## config.mk

```make
export PLATFORM = sky130hd
export DESIGN_NAME = cacheline_adaptor
export DESIGN_NICKNAME = d
export VERILOG_FILES = /design/src/rtl/cacheline_adaptor.sv
export SDC_FILE = /design/constraint.sdc
export NUM_CORES = 1
export LEC_CHECK = 0
export ABC_CLOCK_PERIOD_IN_PS = 4810
export CORE_AREA = 2 2 279 281
export DETAILED_ROUTE_END_ITERATION = 7
export DIE_AREA = 0 0 281 283
export GPL_ROUTABILITY_DRIVEN = 0
export PLACE_DENSITY_LB_ADDON = 0.1
export RECOVER_POWER = 50
export SLEW_MARGIN = 15
export SYNTH_ARGS = -nofsm -noshare
export SYNTH_HDL_FRONTEND = slang
export SYNTH_SLANG_ARGS = --single-unit
```

## constraint.sdc

```tcl
create_clock -name clk -period 4.81 [get_ports clk]
set_clock_uncertainty 0.05 [all_clocks]
set_input_delay 0.7215 -clock clk [delete_from_list [all_inputs] [get_ports clk]]
set_output_delay 0.7215 -clock clk [all_outputs]
set_load 0.02 [all_outputs]
```

## src/rtl/cacheline_adaptor.sv

```systemverilog
// Converts one 256-bit cache-line read/write into a 4-beat 64-bit memory burst
// and pulses a single completion response back to the arbiter.
module cacheline_adaptor #(
   parameter int unsigned LINE_WIDTH  = 256,
   parameter int unsigned BURST_WIDTH = 64
) (
   input  logic                   clk,
   input  logic                   rst,
   // arbiter side
   input  logic [31:0]            address_i,
   input  logic [LINE_WIDTH-1:0]  line_i,
   output logic [LINE_WIDTH-1:0]  line_o,
   input  logic                   read_i,
   input  logic                   write_i,
   output logic                   resp_o,
   // memory side
   output logic [31:0]            address_o,
   input  logic [BURST_WIDTH-1:0] burst_i,
   output logic [BURST_WIDTH-1:0] burst_o,
   output logic                   read_o,
   output logic                   write_o,
   input  logic                   resp_i
);

   localparam int unsigned BEATS    = LINE_WIDTH / BURST_WIDTH;
   localparam logic [1:0]  LastBeat = 2'(BEATS - 1);

   typedef enum logic [1:0] {StIdle, StRead, StWrite, StDone} state_e;

   state_e                  state;
   logic [1:0]              cnt;
   logic [1:0]              cnt_nxt;
   logic [LINE_WIDTH-1:0]   wbuf;

   assign cnt_nxt = cnt + 2'd1;

   always_ff @(posedge clk) begin
      if (rst) begin
         state     <= StIdle;
         cnt       <= 2'd0;
         resp_o    <= 1'b0;
         read_o    <= 1'b0;
         write_o   <= 1'b0;
         address_o <= '0;
         burst_o   <= '0;
         line_o    <= '0;
         wbuf      <= '0;
      end else begin
         resp_o <= 1'b0;
         unique case (state)
            StIdle: begin
               if (write_i || read_i) begin
                  address_o <= address_i & ~32'h0000_001F;
                  cnt       <= 2'd0;
                  // Write wins when both requests are raised.
                  if (write_i) begin
                     wbuf    <= line_i;
                     burst_o <= line_i[BURST_WIDTH-1:0];
                     write_o <= 1'b1;
                     state   <= StWrite;
                  end else begin
                     read_o <= 1'b1;
                     state  <= StRead;
                  end
               end
            end
            StRead: begin
               if (resp_i) begin
                  line_o[BURST_WIDTH*cnt +: BURST_WIDTH] <= burst_i;
                  cnt <= cnt_nxt;
                  if (cnt == LastBeat) begin
                     read_o <= 1'b0;
                     resp_o <= 1'b1;
                     state  <= StDone;
                  end
               end
            end
            StWrite: begin
               if (resp_i) begin
                  cnt <= cnt_nxt;
                  if (cnt == LastBeat) begin
                     write_o <= 1'b0;
                     resp_o  <= 1'b1;
                     state   <= StDone;
                  end else begin
                     // Present the next beat; it stays put until its strobe arrives.
                     burst_o <= wbuf[BURST_WIDTH*cnt_nxt +: BURST_WIDTH];
                  end
               end
            end
            StDone: begin
               state <= StIdle;
            end
            default: begin
               state <= StIdle;
            end
         endcase
      end
   end

endmodule

```

**Word level (Yosys, flattened, before mapping)**

Cells that the tools add are included.

- Bits in registers: 610
- Latch bits: 0
- Memory bits (writable): 0
- ROM bits: 0
- Input port bits: 357
- Output and inout bits: 355
- Word-level logic and storage cells: 68
- Memories: 0

- $add $sub $neg: 2
- Multiply operators: 0
- Divide/modulo/power cells: 0
- Order comparisons: 0
- Equal/unequal tests: 14
- Shift-type cells: 3
- Mux-type cells: 23
- Bitwise gates (word level): 2
- Reduce and logical (&&, ||, !) cells: 15

Operator list:

| cell | count |
|---|---|
| $bwmux W256 | 1 |
| $mux W64 | 4 |
| $shift A64 B34 Y256 const A | 1 |
| $shiftx A256 B9 Y64 | 1 |
| $shiftx A64 B34 Y256 | 1 |
| $pmux W64 S2 | 1 |
| $neg A8 Y34 | 1 |
| $ne A2 B2 Y1 const B | 8 |
| $reduce_and A5 Y1 | 3 |
| $mux W2 | 6 |
| $reduce_and A3 Y1 | 3 |
| $mux W1 | 7 |
| $eq A2 B2 Y1 const B | 3 |
| $pmux W2 S3 | 1 |
| $reduce_bool A2 Y1 | 3 |
| $ne A2 B1 Y1 const B | 2 |
| $pmux W1 S2 | 2 |
| $pmux W2 S2 | 1 |
| $reduce_and A2 Y1 | 2 |
| $reduce_or A3 Y1 | 1 |
| $add A2 B1 Y2 const B | 1 |
| $eq A2 B1 Y1 const B | 1 |
| $logic_not A2 Y1 | 1 |
| $not A1 Y1 | 2 |
| 2 further kinds | 2 |

**Depth between registers and ports, before layout**

- Depth after elaboration: 5
- Depth in mapped cells: 11
- Depth with buffers taken out: 5

**Worst setup path after synthesis**

OpenSTA, ideal clock, no wires.

- Path type: register to register
- From: reg cnt[0]
- To: reg line_o[195]
- Setup time: 0.071 ns
- Arrival: 2.307 ns
- Data required time: 4.689 ns
- Slack: 2.382 ns
- Stages on the path, launching flop included: 11
- Buffers on the path: 5
- Clock period less this slack: 2.428 ns
- Cells stage by stage: dfxtp_1 buf_4 buf_6 buf_2 inv_1 ha_1 buf_6 nor4b_4 buf_6 nand3_2 a21oi_2

- Cells in the longest elaborated chain, start to end: 3
- Elaborated cells between the ends (all ways): 4
- Those cells by class: add/sub: 1; shift: 2; mux: 1

Ends and longest elaborated chain:

| item | RTL line | source |
|---|---|---|
| from (decl) | 31 | `logic [1:0] cnt;` |
| from (signal assigned) | 70 | `cnt <= cnt_nxt;` |
| from (signal assigned) | 80 | `cnt <= cnt_nxt;` |
| $neg A8 Y34 (*) | 69 | `line_o[BURST_WIDTH*cnt +: BURST_WIDTH] <= burst_i;` |
| $shiftx A64 B34 Y256 / $shift A64 B34 Y256 (equally long branches) | 69 |  |
| $bwmux W256 (*) | 69 |  |
| to (signal, indexed assignment) | 69 |  |
| to (decl) | 12 | `output logic [LINE_WIDTH-1:0] line_o,` |

Mark *: on every way between the ends. The rest lies on a longest branch, timed or not.
A chain may end at the register's enable or synchronous reset.

**Worst setup path after layout**

- From: reg state[0]
- To: reg burst_o[18]

- Cells in the longest elaborated chain, start to end: 3
- Elaborated cells between the ends (all ways): 9
- Those cells by class: eq/ne: 5; mux: 1; reduce/logical: 3

Ends and longest elaborated chain:

| item | RTL line | source |
|---|---|---|
| from (decl) | 30 | `state_e state;` |
| from (signal assigned) | 39 | `state <= StIdle;` |
| from (signal assigned) | 60 | `state <= StWrite;` |
| from (signal assigned) | 63 | `state <= StRead;` |
| $eq A2 B2 Y1 / $logic_not A2 Y1 (equally long branches) | 50 | `unique case (state)` |
| $ne A2 B2 Y1 (no source line) / $reduce_bool A2 Y1 (equally long branches) | n/a |  |
| $reduce_and A5 Y1 (no source line) | n/a |  |
| to (signal assigned) | 58 | `burst_o <= line_i[BURST_WIDTH-1:0];` |
| to (signal assigned) | 87 | `burst_o <= wbuf[BURST_WIDTH*cnt_nxt +: BURST_WIDTH];` |
| to (decl) | 19 | `output logic [BURST_WIDTH-1:0] burst_o,` |

Several ways; a longest one is shown, not always the timed one.

==> impl_metrics.json <==
{
  "drc": 8,
  "hold_start": "line_o[98]",
  "synth_area_leader_cell": "dfxtp_1",
  "finalWorstSetupSlack_ns": 1.36,
  "ir_drop_v": 0.000297,
  "r2r_cells": 6,
  "n_fill_cell": 7477,
  "regToRegSetupSlack_ns": 1.36,
  "finalNetCount": 3809,
  "clock-sinks": 610,
  "hold_buffers": 0,
  "dr.pass1.iters": 8,
  "startpoint_type": "flip-flop",
  "rsz0062_at_grt": "no",
  "synthTopCellsByCount": "nand2_1, dfxtp_1, a21oi_1",
  "final_cell_area_um2": 34200,
  "timing.fmax_mhz": 290,
  "hold_viol": 0,
  "area_delta_synth_final_pct": 41.2,
  "avgViaCountPerCell": 5.13,
  "avgSynthCellArea_um2": 8.34,
  "grt_first_pass_wirelength_um": 143000,
  "via_count": 23300,
  "synthCells": 2899,
  "crit_fanout": 26,
  "drv_cap": 2,
  "power.leakage_uw": 0.0128,
  "period_minus_slack_ns": 3.45,
  "rr_startpoint": "state[0]",
  "failed_checks": "DRC, capacitance limit, slew limit",
  "grtUsageTotal_pct": 23.2,
  "h-tree-depth": 3,
  "tns_ns": 0,
  "detail_route.wl_per_cell_um": 21.2,
  "worstHoldEndpoint": "line_o[98]",
  "grt_max_degree": 139,
  "yosysWarnings": 0,
  "setup_violations": 0,
  "crit_path_start": "state[0]",
  "hpwl_um": 63800,
  "wirelength_um": 96300,
  "slew_headroom_pct": -15.0,
  "status": "finished, violations left",
  "setup.worst_path.class": "reg -> reg",
  "core_area_um2": 76700,
  "required_ns": 5.23,
  "postRouteAntennaNets": 0,
  "die_w_um": 281,
  "hold_path.class": "reg -> reg",
  "place_area_um2": 31700,
  "cts_resized": 0,
  "drv_slew": 143,
  "yosysSeqAreaShare_pct": 50.5,
  "yosysTopAreaCellShare_pct": 50.5,
  "numCtsBuffers": 70,
  "grt_overflow": 0,
  "die_height_um": 283,
  "ys_seq_elements": 610,
  "root_buffer": "clkbuf_16",
  "power.density_nw_per_um2": 503,
  "end_kind": "flip-flop",
  "syn-cell-area_um2": 24200,
  "drive_above_1_share_pct": 9.39,
  "synth.most_common_cell": "nand2_1",
  "synth.distinct_cells": 44,
  "grt_pass1_vias": 22700,
  "whs_ns": 0.396,
  "synth_area_leaders": "dfxtp_1, nand2_1, a21oi_1",
  "synth-edff-count": 0,
  "cts.path.max_buffers": 3,
  "async_flop_share_pct": 0,
  "die-area_um2": 79500,
  "first_iter_violations": 1685,
  "min_path_cells": 2,
  "cts_tree": "done",
  "port_buffers": 701,
  "cts_setup_buffers": 0,
  "clk_pin_slew_worst_paths_ns": 0.06,
  "antenna_found_initial": 35,
  "synthFlopType": "dfxtp_1",
  "r2r-end": "burst_o[18]",
  "dp_slack_ns": 1.44,
  "num_rows": 102,
  "finalCritPeriodShare_pct": 71.8,
  "start_util_pct": 31.5,
  "insertion_delay_ns": 0.61,
  "tightest_slew_ns": 1.72,
  "io_pins": 712,
  "cp.arrival_ns": 3.88
}
==> registers in the layout, summed over array words and instances (netlist names) <==
signal and cells:
wbuf 256, resp_o 1, cnt 2, state 2, read_o 1, address_o 27, burst_o 64, write_o 1
line_o 256
==> critical path, cell delays in order (launching register included) <==
cell,delay (ns)
dfxtp_1,0.33
inv_1,0.13
ha_1,0.43
mux2_1,1.05
and3_2,0.73
buf_4,0.41
a211oi_1,0.15
==> logic make-up (layout without fill, tap and decap cells) <==
| logic type | count (synthesis) | count (layout) | share of synthesized area [%] |
|---|---|---|---|
| muxes | 130 | 130 | 6.06 |
| AOI/OAI and AO/OA | 746 | 746 | 18.0 |
| and+or+nand+nor | 1112 | 1112 | 19.3 |
| other | 1 | 23 | 0.0155 |
| buffers and inverters | 289 | 879 | 5.60 |
| DFF | 610 | 610 | 50.5 |
| adders and majority gates | 11 | 11 | 0.569 |
==> power breakdown <==
group | internal (uW) | switching [uW]
Combinational | 1990 | 3460
Sequential | 5770 | 364
Clock | 3360 | 2240
==> how the worst max path moves through the flow <==
stage / slack [ns] / cells past startpoint / to
after global placement: 1.48 / 5 / burst_o[1]
after global routing: 1.11 / 6 / burst_o[18]
after floorplan: 2.38 / 10 / line_o[195]
after detailed placement: 1.44 / 5 / burst_o[18]
final: 1.36 / 6 / burst_o[18]
after CTS: 1.75 / 6 / line_o[120]
==> final cells by class <==
cell class / count / area (um2) / area share (%)
well taps: 1040 / 1300 / 3.81
clock inverters: 22 / 327 / 0.956
diodes: 18 / 45.0 / 0.132
flip-flops and latches: 610 / 12200 / 35.7
multi-input cells: 2004 / 10700 / 31.4
inverters: 6 / 22.5 / 0.0659
clock buffers: 102 / 2080 / 6.10
repair buffers: 749 / 7450 / 21.8
==> metal layers <==
metal	vias to the layer above	part of all wire, %	GRT usage, %	routed length (um)
li1	11100	-	-	-
met1	11200	40	27.7	38600
met2	826	49	38.8	46900
met3	172	7.5	6.25	7260
met4	30	3.5	10.2	3350
met5	-	0.21	0	203
==> through the flow <==
stage | power, uW | util (%) | std cells
after floorplan | 9660 | - | 2903
after global placement | 11800 | 41.4 | 4409
after detailed placement | 11900 | 41.4 | 4409
after CTS | 17500 | 44.5 | 4533
after global routing | 18100 | 44.5 | 4547
final | 17200 | 44.5 | 4551
==> layout by cell type (no fill, tap or decap), types with 3 or more instances in the layout <==
cell type	count
a211oi_1	64
a21oi_1	534
a21oi_2	10
a222oi_1	64
a31oi_1	65
and3_2	5
buf_12	6
buf_4	40
bufinv_16	6
clkbuf_1	14
clkbuf_16	72
clkbuf_8	17
clkdlybuf4s50_1	350
clkinv_2	9
conb_1	5
dfxtp_1	610
diode_2	18
dlygate4sd3_1	350
ha_1	11
inv_1	5
inv_16	3
mux2_2	128
nand2_1	823
nand3_1	245
nand3_2	13
nor3_1	3
nor3b_1	3
Note: power is estimated with default switching activity, not from simulation.
